`src/rtl/etx_pkg.sv`:
```
// rtl/etx_pkg.sv - shared types and packet field layout for the eMesh TX arbiter
package etx_pkg;

  localparam int PACKET_W = 103;

  // Packet field slices: {write, datamode, ctrlmode, dstaddr, srcaddr, data}
  localparam int WRITE_BIT = 102;
  localparam int DMODE_HI  = 101;
  localparam int DMODE_LO  = 100;
  localparam int CMODE_HI  = 99;
  localparam int CMODE_LO  = 96;
  localparam int DST_HI    = 95;
  localparam int DST_LO    = 64;
  localparam int SRC_HI    = 63;
  localparam int SRC_LO    = 32;
  localparam int DATA_HI   = 31;
  localparam int DATA_LO   = 0;

  // Grant vector bit positions
  localparam int SRC_RR  = 0;
  localparam int SRC_WR  = 1;
  localparam int SRC_RQ  = 2;
  localparam int NUM_SRC = 3;

  typedef enum logic {
    IDLE = 1'b0,
    HOLD = 1'b1
  } state_t;

endpackage

```
`src/rtl/etx_arb_grant.sv`:
```
// rtl/etx_arb_grant.sv - eligibility and priority picker, one-hot grant (ETX_ARB_RR_EN adds wr/rq round-robin)
module etx_arb_grant
  import etx_pkg::*;
(
`ifdef ETX_ARB_RR_EN
  input  logic               clk,
  input  logic               reset,
`endif
  input  logic               grant_en,
  input  logic               tx_enable,
  input  logic [NUM_SRC-1:0] nonempty,
  input  logic               rd_wait,
  input  logic               wr_wait,
  output logic [NUM_SRC-1:0] grant
);

  logic [NUM_SRC-1:0] elig;

  // Writes and read responses share the write channel; read requests use the read channel
  always_comb begin
    elig         = '0;
    elig[SRC_RR] = tx_enable & nonempty[SRC_RR] & ~wr_wait;
    elig[SRC_WR] = tx_enable & nonempty[SRC_WR] & ~wr_wait;
    elig[SRC_RQ] = tx_enable & nonempty[SRC_RQ] & ~rd_wait;
  end

`ifdef ETX_ARB_RR_EN
  // rq_first=0 favours writes, 1 favours read requests; read responses always win
  logic rq_first;

  // Pointer moves to the other source after every wr or rq grant
  always_ff @(posedge clk) begin
    if (reset)
      rq_first <= 1'b0;
    else if (grant[SRC_WR])
      rq_first <= 1'b1;
    else if (grant[SRC_RQ])
      rq_first <= 1'b0;
  end

  // Absolute priority for rr, then round-robin between wr and rq skipping ineligible ones
  always_comb begin
    grant = '0;
    if (grant_en) begin
      if (elig[SRC_RR])
        grant[SRC_RR] = 1'b1;
      else if (!rq_first) begin
        if (elig[SRC_WR])      grant[SRC_WR] = 1'b1;
        else if (elig[SRC_RQ]) grant[SRC_RQ] = 1'b1;
      end else begin
        if (elig[SRC_RQ])      grant[SRC_RQ] = 1'b1;
        else if (elig[SRC_WR]) grant[SRC_WR] = 1'b1;
      end
    end
  end
`else
  // Fixed priority rr > wr > rq
  always_comb begin
    grant = '0;
    if (grant_en) begin
      if (elig[SRC_RR])      grant[SRC_RR] = 1'b1;
      else if (elig[SRC_WR]) grant[SRC_WR] = 1'b1;
      else if (elig[SRC_RQ]) grant[SRC_RQ] = 1'b1;
    end
  end
`endif

endmodule

```
`src/rtl/etx_arb.sv`:
```
// rtl/etx_arb.sv - TX eMesh arbiter: three FWFT FIFOs into one registered output (option: ETX_ARB_RR_EN)
module etx_arb
  import etx_pkg::*;
#(
  parameter logic [15:0] C_ACK_TIMEOUT = 16'd1023
) (
  input  logic                clk,
  input  logic                reset,
  input  logic                ecfg_tx_enable,
  input  logic                emwr_empty,
  input  logic [PACKET_W-1:0] emwr_packet,
  output logic                emwr_rd_en,
  input  logic                emrq_empty,
  input  logic [PACKET_W-1:0] emrq_packet,
  output logic                emrq_rd_en,
  input  logic                emrr_empty,
  input  logic [PACKET_W-1:0] emrr_packet,
  output logic                emrr_rd_en,
  input  logic                etx_rd_wait,
  input  logic                etx_wr_wait,
  input  logic                etx_ack,
  output logic                etx_access,
  output logic                etx_write,
  output logic [1:0]          etx_datamode,
  output logic [3:0]          etx_ctrlmode,
  output logic [31:0]         etx_dstaddr,
  output logic [31:0]         etx_srcaddr,
  output logic [31:0]         etx_data,
  output logic                etx_timeout
);

  state_t              state, state_next;
  logic                grant_en;
  logic                any_grant;
  logic [NUM_SRC-1:0]  nonempty;
  logic [NUM_SRC-1:0]  grant;
  logic [PACKET_W-1:0] winner;
  logic [PACKET_W-1:0] pkt_q;
  logic [15:0]         ack_cnt;
  logic                timeout_q;

  // A new grant is possible when the output is free or is being released this cycle;
  // reset suppresses grants so no FIFO is popped while the arbiter is held in reset
  assign grant_en = ~reset & ((state == IDLE) | etx_ack);

  assign nonempty[SRC_RR] = ~emrr_empty;
  assign nonempty[SRC_WR] = ~emwr_empty;
  assign nonempty[SRC_RQ] = ~emrq_empty;

  etx_arb_grant u_grant (
`ifdef ETX_ARB_RR_EN
    .clk       (clk),
    .reset     (reset),
`endif
    .grant_en  (grant_en),
    .tx_enable (ecfg_tx_enable),
    .nonempty  (nonempty),
    .rd_wait   (etx_rd_wait),
    .wr_wait   (etx_wr_wait),
    .grant     (grant)
  );

  assign any_grant  = |grant;
  assign emrr_rd_en = grant[SRC_RR];
  assign emwr_rd_en = grant[SRC_WR];
  assign emrq_rd_en = grant[SRC_RQ];

  // Select the granted FIFO's head word
  always_comb begin
    winner = '0;
    if (grant[SRC_RR])      winner = emrr_packet;
    else if (grant[SRC_WR]) winner = emwr_packet;
    else if (grant[SRC_RQ]) winner = emrq_packet;
  end

  // State register
  always_ff @(posedge clk) begin
    if (reset) state <= IDLE;
    else       state <= state_next;
  end

  // Next state: grant enters/stays in HOLD, ack without a new grant returns to IDLE
  always_comb begin
    state_next = state;
    case (state)
      IDLE: if (any_grant) state_next = HOLD;
      HOLD: if (etx_ack)   state_next = any_grant ? HOLD : IDLE;
      default:             state_next = IDLE;
    endcase
  end

  // Output packet register, loaded only on a grant so fields stay stable until ack
  always_ff @(posedge clk) begin
    if (reset)          pkt_q <= '0;
    else if (any_grant) pkt_q <= winner;
  end

  // Saturating count of un-acked HOLD cycles and the sticky timeout flag
  always_ff @(posedge clk) begin
    if (reset) begin
      ack_cnt   <= '0;
      timeout_q <= 1'b0;
    end else if ((state == HOLD) && !etx_ack) begin
      if (ack_cnt != 16'hFFFF)
        ack_cnt <= ack_cnt + 16'd1;
      if (({1'b0, ack_cnt} + 17'd1) >= {1'b0, C_ACK_TIMEOUT})
        timeout_q <= 1'b1;
    end else begin
      ack_cnt <= '0;
    end
  end

  assign etx_access   = (state == HOLD);
  assign etx_timeout  = timeout_q;
  assign etx_write    = pkt_q[WRITE_BIT];
  assign etx_datamode = pkt_q[DMODE_HI:DMODE_LO];
  assign etx_ctrlmode = pkt_q[CMODE_HI:CMODE_LO];
  assign etx_dstaddr  = pkt_q[DST_HI:DST_LO];
  assign etx_srcaddr  = pkt_q[SRC_HI:SRC_LO];
  assign etx_data     = pkt_q[DATA_HI:DATA_LO];

endmodule

```
`config.mk`:
```
export PLATFORM = sky130hd
export DESIGN_NAME = etx_arb
export DESIGN_NICKNAME = d
export VERILOG_FILES = /design/src/rtl/etx_pkg.sv /design/src/rtl/etx_arb_grant.sv /design/src/rtl/etx_arb.sv
export SDC_FILE = /design/constraint.sdc
export NUM_CORES = 1
export LEC_CHECK = 0
export CAP_MARGIN = 15
export CORE_AREA = 2 2 164 166
export DETAILED_ROUTE_END_ITERATION = 12
export DIE_AREA = 0 0 166 168
export PLACE_DENSITY = 0.59
export SLEW_MARGIN = 20
export SYNTH_ARGS = -nofsm -noshare
export SYNTH_HDL_FRONTEND = slang
export SYNTH_SLANG_ARGS = --single-unit
```
`constraint.sdc`:
```
create_clock -name clk -period 2.6 [get_ports clk]
set_clock_uncertainty 0.05 [all_clocks]
set_input_delay 0.52 -clock clk [delete_from_list [all_inputs] [get_ports clk]]
set_output_delay 0.52 -clock clk [all_outputs]
set_load 0.005 [all_outputs]
```
## After elaboration in Yosys (flattened, before gate mapping)

Index checks and enable logic that the tools add are counted.

- Bits of input ports: 318
- Bits in registers: 121
- Logic and storage cells: 41

- $add $sub $neg: 2
- Reduce and logical (&&, ||, !) cells: 5
- Bitwise operators: 16
- Magnitude comparators: 1
- Multiplexer cells: 12
- Eq/ne operators: 1

Operators with widths:

| kind | count |
|---|---|
| two-way mux 103 bit | 3 |
| adder 16 x 1 -> 17 bit, second input constant | 1 |
| >= comparator 17 x 10 -> 1 bit, second input constant | 1 |
| adder 16 x 1 -> 16 bit, second input constant | 1 |
| inequality test 16 bit, second input constant | 1 |
| inverter 1 bit | 8 |
| bitwise AND 1 bit | 7 |
| two-way mux 1 bit | 6 |
| two-way mux 3 bit | 1 |
| OR reduction 3 bit | 1 |
| two-way mux 2 bit | 1 |
| one-hot mux 1 bit (2 select lines) | 1 |
| AND reduction 2 bit | 1 |
| OR reduction 2 bit | 1 |
| logical AND 1 bit | 1 |
| logical NOT 1 bit | 1 |
| bitwise OR 1 bit | 1 |

## Logic depth before layout (Yosys ltp)

- Depth after elaboration: 11
- Mapped depth: 8

## Hierarchy

From an unflattened synthesis, not the netlist that was laid out.

- Cell total of the unflattened synthesis: 829
- Area, all modules: 5,954.5 µm²

Modules (own cells, without submodules):

| module | times used | sequential area each (µm²) | cells an instance | area each (µm²) |
|---|---|---|---|---|
| etx_arb | 1 | 2,422.3 | 824 | 5,908.2 |
| etx_arb_grant | 1 | 0.0 | 5 | 46.3 |

## Worst setup path after synthesis

OpenSTA, ideal clock, no wires.

- Path type: in2out
- Start: input reset
- End: output emwr_rd_en
- Setup slack: 279 ps
- Data required time: 2,030 ps
- Path buffers: 2
- Data arrival time: 1,751 ps
- Cell stages on the path: 4
- Cell sequence: clkbuf_1 > or3b_4 > nor4b_4 > clkbuf_1

- Longest elaborated chain between the ends: 3

Ends and longest elaborated chain:

| what | RTL line | text |
|---|---|---|
| from (decl) | etx_arb.sv:8 | `input logic reset,` |
| inverter 1 bit | etx_arb.sv:44 | `assign grant_en = ~reset & ((state == IDLE) \| etx_ack);` |
| bitwise AND 1 bit | etx_arb.sv:44 |  |
| two-way mux 3 bit | etx_arb_grant.sv:60 | `if (grant_en) begin` |
| to (decl) | etx_arb.sv:12 | `output logic emwr_rd_en,` |

Every way passes these cells.

## Worst setup path in the final report

- Start: input etx_ack
- End: output emwr_rd_en

- Longest elaborated chain between the ends: 3

Ends and longest elaborated chain:

| what | RTL line | text |
|---|---|---|
| from (decl) | etx_arb.sv:21 | `input logic etx_ack,` |
| bitwise OR 1 bit | etx_arb.sv:44 |  |
| bitwise AND 1 bit | etx_arb.sv:44 |  |
| two-way mux 3 bit | etx_arb_grant.sv:60 |  |

Every way passes these cells.

==> impl_results.md <==
- Status: finished clean
- Final ANT Viol Nets: 0
- Post-CTS setup buffer count: 0
- Post-route design area: 0.0106 mm2
- Total track usage: 17.0%
- Mean Syn Cell Area: 8.90 um2
- Row cnt: 60
- Ys async rst share: 0%
- Fin crit share: 97.6%
- Longest Clk Path Bufs: 2
- First-pass GRT wire length: 37,100 um
- Pleak: 3.56 nW
- Core Footprint: 0.0264 mm2
- Gate Count Post-Synth: 594
- P&R area growth vs syn: 99.9%
- Share of layout cells above drive strength 1: 6.24%
- Grt met3 use: 5.99%
- Vias per inst: 4.80
- Routed via count: 6,493
- R2R setup slack: 370 ps
- WHS: 402 ps
- Synth warn: 0
- Worst path arrival time: 1970 ps
- Critical path's largest stage delay: 460 ps
- Grt ovf: 0
- Post-synth EDFFs: 0
- Worst-Margin Slew: 789 ps
- Port Buffers: 425
- Cell count along the critical path: 5
- Max IR drop VDD: 316 uV
- Sequential fraction of the synthesis area: 45.8%
- DIE WIDTH: 166 um
- Global placement routability congestion: 0.801
- Hold Crit Depth: 2
- Pwr per Cell Area: 508 mW/mm2
- Placed cell areas: 0.00995 mm2
- Vias in the first global route: 6,365
- WL final: 24,700 um
- GRT Max-Usage Layer: met2
- Critical path data required time: 2030 ps
- Die area: 0.0279 mm2
- Post-synth top area cell: dfxtp_1
- Initial Util: 20.1%
- Clk slew on worst S/H paths: 60 ps
- Kind of critical path: input port to primary output
- Number of synthesized register bits: 121
- Area contributors post-synth: dfxtp_1 46%, a222oi_1 19%, a21oi_1 11%
- Crit Reg-Reg Startpoint: etx_access
- Worst hold endpoint: pkt_q[4]
- Slew HR: 47.4%
- Worst Path Max Fanout: 3
- Crit path capture type: primary output
- Crit path max-delay family: simple AND/OR/NAND/NOR gates
- Worst skew pair latency: 410 ps
- # IOs: 426
- Distinct cell type count after synthesis: 36
- H-Tree Depth: 4
- CP Buf/Inv Count: 2
- Hold Crit Class: register to register
- Worst setup SP type: input port
- CTS tree: built
- Final HPWL DP: 18,700 um
- Top cells by count, synth: 121 x dfxtp_1, 117 x a21oi_1, 108 x nand2_1
- R2r worst-path depth: 7
- Maximum clock rate: 394 MHz
- Slew Limit Fails: 0
- Power Total: 5.36 mW
- # Max-Cap Violations: 0
- Met1 GRT Util: 19.2%
- Initial antenna violation count: 1
- Critical path cell sequence: clkdlybuf4s50_1 > nor2b_1 > or3b_4 > nor4b_4 > buf_2
- Final Util: 40.1%
- Hold Fails Final Rpt: 0
- Share of the synthesized area in the top cell type: 45.8%
- Final setup fails: 0
- DRC viols: 0
- Final Non-Filler Cells: 1,352
- Mapped Area: 0.00529 mm2
- Most used flip-flop cell after synthesis: dfxtp_1
- Initial DRC Count: 672
- Met2 Resource Use GR: 29.6%
- FF-to-FF End: pkt_q[24]
- Chip height: 168 um
- Worst path slowest cell: clkdlybuf4s50_1
- Tmin final: 2540 ps
- Final net count: 1,319
- Placed insts: 1,320
- Largest net degree at the start of global routing: 85
- First-pass DRT Iterations: 9
- Post-synth net total: 915
- Top-count cell post-synth: dfxtp_1
- Setup repair after global routing missed its margin: no
- CTS Sinks: 121
- Drt wl/cell: 18.2 um
- Worst Hold Launch: pkt_q[4]
- CTS Buf Count: 17
- Clock Root Buffer: clkbuf_16
-- logic make-up after synthesis --
| kind of cell | synth area share (%) |
|---|---|
| AO/OA/AOI/OAI | 32.3 |
| adder cells (fa/ha/maj) | 0.710 |
| flip-flops | 45.8 |
| XOR/XNOR | 2.49 |
| buffers and inverters | 5.18 |
| AND/OR/NAND/NOR | 12.9 |
| multiplexers | 0.616 |
-- per-stage QoR --
step	setup slack (ps)	setup TNS, ps
2_1_floorplan	279	0
3_3_place_gp	-392	-15830
3_5_place_dp	-398	-19210
6_report	63.7	0
4_1_cts	0.626	0
5_1_grt	14.2	0
-- flip-flops by register name, indices dropped and copies added, names as in the netlist --
register and count:
pkt_q 103, ack_cnt 16, etx_access 1, etx_timeout 1
-- how the worst max path moves through the flow --
| stage | start | endpoint | slack [ps] |
|---|---|---|---|
| final | etx_ack | emwr_rd_en | 60 |
| after global routing | etx_ack | emwr_rd_en | 10 |
| after CTS | ecfg_tx_enable | emrq_rd_en | 0.6 |
| after detailed placement | ecfg_tx_enable | emwr_rd_en | -400 |
| after global placement | etx_ack | emwr_rd_en | -390 |
| after floorplan | reset | emwr_rd_en | 280 |
-- routing by layer --
metal	part of all wire (%)	up-vias
met4	2.6	0
met2	49	293
met3	8.3	27
met5	0	-
met1	40	3033
li1	-	3140
-- power by group --
part	switching [mW]	internal [mW]	total (mW)
sequential	0.0357	1.93	1.96
combinational	0.288	0.616	0.904
clock	0.877	1.62	2.50
-- timing repair --
item,CTS,global route
hold buffers,0,0
setup endpoints to repair,3,1
pin swaps,1,1
resized for setup,8,0
-- worst reg2reg max path, stage by stage, from the launching register on --
cell      delay, ps
dfxtp_1         320
nor2b_1         140
or3b_4          440
nor4b_4         310
buf_4           210
buf_12          260
a222oi_1        270
a21oi_1         160
-- layout make-up --
class | instances | area [um2]
Clock buffer | 19 | 443
Timing Repair Buffer | 447 | 4470
Multi-Input combinational cell | 406 | 2600
Inverter | 5 | 18.8
Antenna cell | 1 | 2.50
Tap cell | 341 | 427
Clock inverter | 12 | 175
Fill cell | 2632 | 15800
Sequential cell | 121 | 2420
-- layout by cell type (no fill, tap or decap), types with 2 or more instances in the layout --
cell,n
clkinv_2,3
o21ai_0,2
nand4_1,7
a21oi_1,117
xor2_1,7
buf_4,18
xnor2_1,8
a211oi_1,3
a22oi_1,2
dfxtp_1,121
and3_1,2
buf_12,5
nor3_1,3
ha_1,3
nor2b_1,3
inv_1,5
bufinv_16,4
a222oi_1,102
nor2_1,13
clkbuf_16,17
nand2_1,108
mux2_2,2
clkinvlp_4,3
clkdlybuf4s50_1,421
clkinv_4,2
nand3_1,8
No activity file was read; power rests on OpenSTA's default activity.
